### config.mk
export PLATFORM = sky130hd
export DESIGN_NAME = alu_step_sequencer
export DESIGN_NICKNAME = d
export VERILOG_FILES = /design/src/rtl/cpu_ctrl_pkg.sv /design/src/rtl/reg_decode_4to16.sv /design/src/rtl/alu_step_sequencer.sv
export SDC_FILE = /design/constraint.sdc
export NUM_CORES = 1
export LEC_CHECK = 0
export ABC_AREA = 1
export BUFFER_PORTS_ARGS = -buffer_cell sky130_fd_sc_hd__buf_4
export CORE_MARGIN = 5
export CORE_UTILIZATION = 39
export DETAILED_ROUTE_END_ITERATION = 6
export PLACE_DENSITY = 0.8
export RECOVER_POWER = 25
export SLEW_MARGIN = 20
export SYNTH_ARGS = -nofsm -noshare
export SYNTH_HDL_FRONTEND = slang
export SYNTH_SLANG_ARGS = --single-unit
### constraint.sdc
create_clock -name clock -period 2 [get_ports clock]
set_input_delay 0.3 -clock clock [delete_from_list [all_inputs] [get_ports clock]]
set_output_delay 0.3 -clock clock [all_outputs]
set_load 0.005 [all_outputs]
### src/rtl/cpu_ctrl_pkg.sv
// ---------------------------------------------------------------------------
// cpu_ctrl_pkg
// Shared definitions for the Phase 1 control-step sequencer: opcode
// constants, the control-step state encoding, IR field positions and the
// opcode classification used to pick the execute sequence.
// ---------------------------------------------------------------------------
package cpu_ctrl_pkg;

   // Opcodes handled by the sequencer
   localparam logic [4:0] OP_ADD  = 5'd3;
   localparam logic [4:0] OP_SUB  = 5'd4;
   localparam logic [4:0] OP_AND  = 5'd5;
   localparam logic [4:0] OP_OR   = 5'd6;
   localparam logic [4:0] OP_ROR  = 5'd7;
   localparam logic [4:0] OP_ROL  = 5'd8;
   localparam logic [4:0] OP_SHR  = 5'd9;
   localparam logic [4:0] OP_SHRA = 5'd10;
   localparam logic [4:0] OP_SHL  = 5'd11;
   localparam logic [4:0] OP_MUL  = 5'd15;
   localparam logic [4:0] OP_DIV  = 5'd16;
   localparam logic [4:0] OP_NEG  = 5'd17;
   localparam logic [4:0] OP_NOT  = 5'd18;

   // IR field bit positions
   localparam int IR_OP_MSB = 31;
   localparam int IR_OP_LSB = 27;
   localparam int IR_RA_MSB = 26;
   localparam int IR_RA_LSB = 23;
   localparam int IR_RB_MSB = 22;
   localparam int IR_RB_LSB = 19;
   localparam int IR_RC_MSB = 18;
   localparam int IR_RC_LSB = 15;

   // Control steps
   typedef enum logic [2:0] {
      ST_IDLE = 3'd0,
      ST_T0   = 3'd1,
      ST_T1   = 3'd2,
      ST_T2   = 3'd3,
      ST_T3   = 3'd4,
      ST_T4   = 3'd5,
      ST_T5   = 3'd6,
      ST_T6   = 3'd7
   } state_e;

   // Execute-sequence families
   typedef enum logic [1:0] {
      CLS_ALU3    = 2'd0,
      CLS_MULDIV  = 2'd1,
      CLS_UNARY   = 2'd2,
      CLS_ILLEGAL = 2'd3
   } op_class_e;

   function automatic op_class_e op_class(input logic [4:0] op);
      op_class_e cls;
      case (op)
         OP_ADD, OP_SUB, OP_AND, OP_OR, OP_ROR,
         OP_ROL, OP_SHR, OP_SHRA, OP_SHL: cls = CLS_ALU3;
         OP_MUL, OP_DIV:                  cls = CLS_MULDIV;
         OP_NEG, OP_NOT:                  cls = CLS_UNARY;
         default:                         cls = CLS_ILLEGAL;
      endcase
      return cls;
   endfunction

endpackage

### src/rtl/reg_decode_4to16.sv
// ---------------------------------------------------------------------------
// reg_decode_4to16
// Turns a 4-bit register field into a 16-bit one-hot select.
// Ports:
//   en_i      enable; output is all zero when low
//   sel_i     register number 0..15
//   onehot_o  one-hot select, bit n set for register n
// ---------------------------------------------------------------------------
module reg_decode_4to16 (
   input  logic        en_i,
   input  logic [3:0]  sel_i,
   output logic [15:0] onehot_o
);

   // One-hot decode of the register number, gated by the enable
   always_comb begin
      onehot_o = 16'h0000;
      if (en_i) begin
         onehot_o[sel_i] = 1'b1;
      end else begin
         onehot_o = 16'h0000;
      end
   end

endmodule

### src/rtl/alu_step_sequencer.sv
// ---------------------------------------------------------------------------
// alu_step_sequencer
// Fetch/execute control-step sequencer for register-register ALU,
// multiply/divide and unary instructions around the shared 32-bit bus.
// Ports:
//   clock, clear        rising-edge clock, synchronous active-high reset
//   start               begin one instruction (only looked at in IDLE)
//   ir_in               IR contents: opcode, ra, rb, rc fields
//   mem_done            memory read complete (only looked at in T1)
//   gpr_out / gpr_in    one-hot register drive selects / load enables
//   PCout..Zhighout     remaining bus drive selects
//   PCin..LOin          remaining load enables
//   IncPC, Read, alu_op ALU and MDR-mux controls
//   busy, done, illegal, mem_timeout  status
// ---------------------------------------------------------------------------
module alu_step_sequencer
   import cpu_ctrl_pkg::*;
#(
   parameter int MEM_WAIT_MAX = 15
) (
   input  logic        clock,
   input  logic        clear,
   input  logic        start,
   input  logic [31:0] ir_in,
   input  logic        mem_done,
   output logic [15:0] gpr_out,
   output logic [15:0] gpr_in,
   output logic        PCout,
   output logic        MDRout,
   output logic        Zlowout,
   output logic        Zhighout,
   output logic        PCin,
   output logic        IRin,
   output logic        MARin,
   output logic        MDRin,
   output logic        Yin,
   output logic        Zin,
   output logic        HIin,
   output logic        LOin,
   output logic        IncPC,
   output logic        Read,
   output logic [4:0]  alu_op,
   output logic        busy,
   output logic        done,
   output logic        illegal,
   output logic        mem_timeout
);

   localparam logic [3:0] WAIT_MAX_C = 4'(MEM_WAIT_MAX);

   state_e      state_q, state_d;
   logic [3:0]  wait_cnt_q, wait_cnt_d;

   logic [4:0]  opcode_s;
   logic [3:0]  ra_s, rb_s, rc_s;
   op_class_e   cls_s;
   logic        out_en_s, in_en_s;
   logic [3:0]  out_sel_s;
   logic        ir_unused_s;

   assign opcode_s    = ir_in[IR_OP_MSB:IR_OP_LSB];
   assign ra_s        = ir_in[IR_RA_MSB:IR_RA_LSB];
   assign rb_s        = ir_in[IR_RB_MSB:IR_RB_LSB];
   assign rc_s        = ir_in[IR_RC_MSB:IR_RC_LSB];
   assign cls_s       = op_class(opcode_s);
   assign ir_unused_s = ^ir_in[14:0];

   reg_decode_4to16 u_out_dec (
      .en_i     (out_en_s),
      .sel_i    (out_sel_s),
      .onehot_o (gpr_out)
   );

   // Load enables only ever target the destination field ra
   reg_decode_4to16 u_in_dec (
      .en_i     (in_en_s),
      .sel_i    (ra_s),
      .onehot_o (gpr_in)
   );

   // State and T1 wait-counter registers with synchronous clear
   always_ff @(posedge clock) begin
      if (clear) begin
         state_q    <= ST_IDLE;
         wait_cnt_q <= 4'd0;
      end else begin
         state_q    <= state_d;
         wait_cnt_q <= wait_cnt_d;
      end
   end

   // Next-state selection and per-step control decode
   always_comb begin
      state_d     = state_q;
      wait_cnt_d  = wait_cnt_q;
      out_en_s    = 1'b0;
      out_sel_s   = 4'd0;
      in_en_s     = 1'b0;
      PCout       = 1'b0;
      MDRout      = 1'b0;
      Zlowout     = 1'b0;
      Zhighout    = 1'b0;
      PCin        = 1'b0;
      IRin        = 1'b0;
      MARin       = 1'b0;
      MDRin       = 1'b0;
      Yin         = 1'b0;
      Zin         = 1'b0;
      HIin        = 1'b0;
      LOin        = 1'b0;
      IncPC       = 1'b0;
      Read        = 1'b0;
      alu_op      = 5'd0;
      done        = 1'b0;
      illegal     = 1'b0;
      mem_timeout = 1'b0;
      busy        = (state_q != ST_IDLE);

      case (state_q)
         ST_IDLE: begin
            if (start) begin
               state_d = ST_T0;
            end else begin
               state_d = ST_IDLE;
            end
         end
         ST_T0: begin
            PCout      = 1'b1;
            MARin      = 1'b1;
            IncPC      = 1'b1;
            Zin        = 1'b1;
            wait_cnt_d = 4'd0;
            state_d    = ST_T1;
         end
         ST_T1: begin
            Read  = 1'b1;
            MDRin = 1'b1;
            // PC+1 is written back only once, on the first wait cycle
            if (wait_cnt_q == 4'd0) begin
               Zlowout = 1'b1;
               PCin    = 1'b1;
            end else begin
               Zlowout = 1'b0;
               PCin    = 1'b0;
            end
            if (mem_done) begin
               state_d = ST_T2;
            end else if (wait_cnt_q >= WAIT_MAX_C) begin
               mem_timeout = 1'b1;
               state_d     = ST_IDLE;
            end else if (wait_cnt_q != 4'hF) begin
               wait_cnt_d = wait_cnt_q + 4'd1;
            end else begin
               wait_cnt_d = wait_cnt_q;
            end
         end
         ST_T2: begin
            MDRout  = 1'b1;
            IRin    = 1'b1;
            state_d = ST_T3;
         end
         ST_T3: begin
            case (cls_s)
               CLS_ALU3: begin
                  out_en_s  = 1'b1;
                  out_sel_s = rb_s;
                  Yin       = 1'b1;
                  state_d   = ST_T4;
               end
               CLS_MULDIV: begin
                  out_en_s  = 1'b1;
                  out_sel_s = ra_s;
                  Yin       = 1'b1;
                  state_d   = ST_T4;
               end
               CLS_UNARY: begin
                  out_en_s  = 1'b1;
                  out_sel_s = rb_s;
                  alu_op    = opcode_s;
                  Zin       = 1'b1;
                  state_d   = ST_T4;
               end
               default: begin
                  illegal = 1'b1;
                  done    = 1'b1;
                  state_d = ST_IDLE;
               end
            endcase
         end
         ST_T4: begin
            case (cls_s)
               CLS_ALU3, CLS_MULDIV: begin
                  out_en_s  = 1'b1;
                  out_sel_s = (cls_s == CLS_ALU3) ? rc_s : rb_s;
                  alu_op    = opcode_s;
                  Zin       = 1'b1;
                  state_d   = ST_T5;
               end
               CLS_UNARY: begin
                  Zlowout = 1'b1;
                  in_en_s = 1'b1;
                  done    = 1'b1;
                  state_d = ST_IDLE;
               end
               default: begin
                  state_d = ST_IDLE;
               end
            endcase
         end
         ST_T5: begin
            Zlowout = 1'b1;
            if (cls_s == CLS_MULDIV) begin
               LOin    = 1'b1;
               state_d = ST_T6;
            end else begin
               in_en_s = 1'b1;
               done    = 1'b1;
               state_d = ST_IDLE;
            end
         end
         ST_T6: begin
            Zhighout = 1'b1;
            HIin     = 1'b1;
            done     = 1'b1;
            state_d  = ST_IDLE;
         end
         default: begin
            state_d = ST_IDLE;
         end
      endcase
   end

endmodule

==> metrics <==
outcome finished, violations left; failing checks negative setup slack; Syn. warnings 0; setup slack of the most critical reg-to-reg path 0.57 ns; DR DRC count 0; Skew-Pair Late Insertion Delay 0.26 ns; number of different library cells in the post-synthesis netlist 21; portion of the post-synthesis area used by sequential elements 12.40%; antenna fix cells 0; DR WL/cell 15.95 um; number of maximum-capacitance constraint violations 0; endpoint of the lowest-slack register-to-register path wait_cnt_q[0]; clk sink count 7; Util after Layout 80.58%; placed inst area 1739 um2; leading post-synthesis cells by cell area sky130_fd_sc_hd__nand2_1 18%, sky130_fd_sc_hd__nor2_1 17%, sky130_fd_sc_hd__dfxtp_1 12%; maximum number of pins on one net before global-route repair 9; filler-free cell count of the finished design 335; highest fanout seen on the critical path 7; global-route met3 utilization 4.904%; TritonCTS buffer count 3; clock input transition at the sequential cells of the worst setup and hold paths 0.05 ns; unrepaired setup endpoints after global routing true; final period utilization 103.1%; post-layout worst setup margin -0.06160 ns; via density per instance 5.442; Vert. Die Dim 63.83 um; count of vias placed by the detailed router 1823; post-placement setup slack -0.1544 ns; total of endpoints with negative setup slack in the final report 23; number of cells traversed by the worst hold path 2; Critical Path, Cell by Cell buf_8, inv_4, ha_4, nand3_1, nand2_4, nand3_2, nand2_1, nand2_2, nand2_4, inv_1, nand2_2, nor2_1, buf_4; Layout Skew 0.002280 ns; final layout net count 345; Worst Reg-to-Reg Cells 7; final hold violation count 0; Max Clk Rate 485.1 MHz; Iter 0 DRT Violations 150; Critical Path RT 1.70 ns; cell taking the most area after synthesis sky130_fd_sc_hd__nand2_1; Post-Synthesis Cells 216; die area 4074 um2; layout cells sized above 1 56.25%; cell with the largest stage delay on the worst path sky130_fd_sc_hd__ha_4; Core ar. 2758 um2; die boundary width 63.83 um; finished layout cell area 2222 um2; largest vdd supply drop 0.4608 mV; count of port buffers added during placement 75; startpoint of the worst hold path clear; highest-count cells in the layout ignoring fill and taps 82 x sky130_fd_sc_hd__buf_4, 34 x sky130_fd_sc_hd__nand2_1, 30 x sky130_fd_sc_hd__inv_1; leak pwr 1.111 nW; Area Overhead vs Synth 96.68%; gr usage total 18.18%; antenna violations before repair 0; placed cells 324; TritonCTS clock tree yes; maximum level of the CTS H-tree 1; starting utilization of the core area 40.97%; pwr/cell area 284.9 nW/um2; startpoint type of the worst setup path primary input; remaining number of nets flagged by the antenna check after routing 0; capturing element type of the critical path output port; longest individual stage delay on the worst path 0.27 ns; number of primary I/O pins 91; routing layer with the top usage in global route met2; area fraction of the dominant cell type after synthesis 18.27%; met1 Resource Use GR 22.82%; worst-case headroom to the max-slew limit 73.45%; via count of the first global-routing pass 1451; FILL cells 167; crit path time final 2.062 ns; mapped cell area 1130 um2; wire length of the first global-routing pass 6.348 mm; number of pins with negative max-slew slack in the final report 0; Remaining Overflow, GRT 0; most common library cell in the layout ignoring fill and taps sky130_fd_sc_hd__buf_4; path type of the worst setup path primary input to output port; length of the first detailed-routing pass in iterations 4; total wire length after detailed routing 5.342 mm; Detail Placement HPWL 2.940 mm; Bufs on Longest Clock Path 2; worst hold path class primary input to register; clock tree root driver cell sky130_fd_sc_hd__clkbuf_4; reg-to-reg critical path startpoint state_q[0]; Arrival @ worst endpoint 1.76 ns; syn_area_per_cell 5.231 um2; net count after synthesis 256; post-synthesis register bit count 7; final estimated routing congestion in global placement 0.8315; global-route met2 utilization 29.90%; num rows 19; endpoint with the worst hold slack state_q[2]; Least-Margin Pin Slew 0.3952 ns
-- routing by layer --
layer | vias up | part of all wire [%]
li1 | 840 | -
met1 | 844 | 38
met2 | 116 | 50
met3 | 23 | 9.2
met4 | 0 | 2.9
met5 | - | 0
-- worst max path at each step --
stage | cells after the start | to | slack [ns] | start
2_1_floorplan | 10 | done | 0.23 | ir_in[27]
3_3_place_gp | 14 | gpr_out[10] | -0.16 | ir_in[27]
3_5_place_dp | 14 | gpr_out[10] | -0.15 | ir_in[27]
4_1_cts | 13 | gpr_in[0] | 0.005 | ir_in[27]
5_1_grt | 12 | gpr_out[15] | -0.13 | ir_in[27]
6_report | 13 | gpr_out[9] | -0.06 | ir_in[27]
-- flip-flops by register name, summed over array words and instances, names as in the netlist --
signal and count:
wait_cnt_q 4, state_q 3
-- kinds of logic after synthesis --
| family | count (synthesis) | synth area share [%] |
|---|---|---|
| AOI/OAI and AO/OA | 10 | 4.872 |
| adders and majority gates | 4 | 4.430 |
| buffers and inverters | 43 | 17.28 |
| DFF | 7 | 12.40 |
| and+or+nand+nor | 152 | 61.02 |
-- timing repair --
action                                  in CTS  in global routing
hold buffers                                 0                  0
pin swaps                                   12                 18
gates resized for setup                     30                 77
cloned                                       2                  0
buffers inserted                             0                  5
endpoints found under the setup margin      33                 38
-- worst max-delay path, delay by kind of cell --
family / cells / cell delay [ns]
buffers and inverters: 4 / 0.33
adder cells (fa/ha/maj): 1 / 0.27
AND/OR/NAND/NOR: 8 / 0.84
-- report_power, final --
group / leakage (nW) / internal (W) / switching [W]
combinational: 1.04 / 0.000143 / 0.000199
clock: 0.0150 / 0.0000764 / 0.0000558
sequential: 0.0575 / 0.000152 / 0.00000799
-- cells in the mapped netlist --
cell                       count
sky130_fd_sc_hd__nand2_1      55
sky130_fd_sc_hd__nand3b_1      1
sky130_fd_sc_hd__buf_4         5
sky130_fd_sc_hd__nor3_1        9
sky130_fd_sc_hd__nand4_1       2
sky130_fd_sc_hd__nand3_2       4
sky130_fd_sc_hd__o21ai_0       2
sky130_fd_sc_hd__buf_6         2
sky130_fd_sc_hd__nand2_4       2
sky130_fd_sc_hd__inv_2         1
sky130_fd_sc_hd__ha_1          4
sky130_fd_sc_hd__a21oi_1       5
sky130_fd_sc_hd__nand2_2       8
sky130_fd_sc_hd__or3_1         1
sky130_fd_sc_hd__a211oi_1      2
sky130_fd_sc_hd__dfxtp_1       7
sky130_fd_sc_hd__nor2_1       51
sky130_fd_sc_hd__nor2_4        2
sky130_fd_sc_hd__nand3_1      17
sky130_fd_sc_hd__o21ai_1       1
sky130_fd_sc_hd__inv_1        35
-- through the flow --
stage / total power [W] / setup TNS (ns) / hold slack, ns
after floorplan: 0.0003095 / 0 / 0.3724
after global placement: 0.0004048 / -3.522 / 0.4927
after detailed placement: 0.0004081 / -3.830 / 0.4984
after CTS: 0.0005737 / 0 / 0.2307
after global routing: 0.0006865 / -2.725 / 0.2193
final: 0.0006330 / -0.5765 / 0.2309
-- final cells by class --
class	count	area, um2	area share [%]
inverter	36	147.6	6.644
tap	31	38.79	1.745
clock buffer	4	26.28	1.182
sequential	7	141.4	6.363
timing repair buffer	89	701.9	31.59
multi-input combinational	168	1166	52.48
Note: power is estimated with default switching activity, not from simulation.
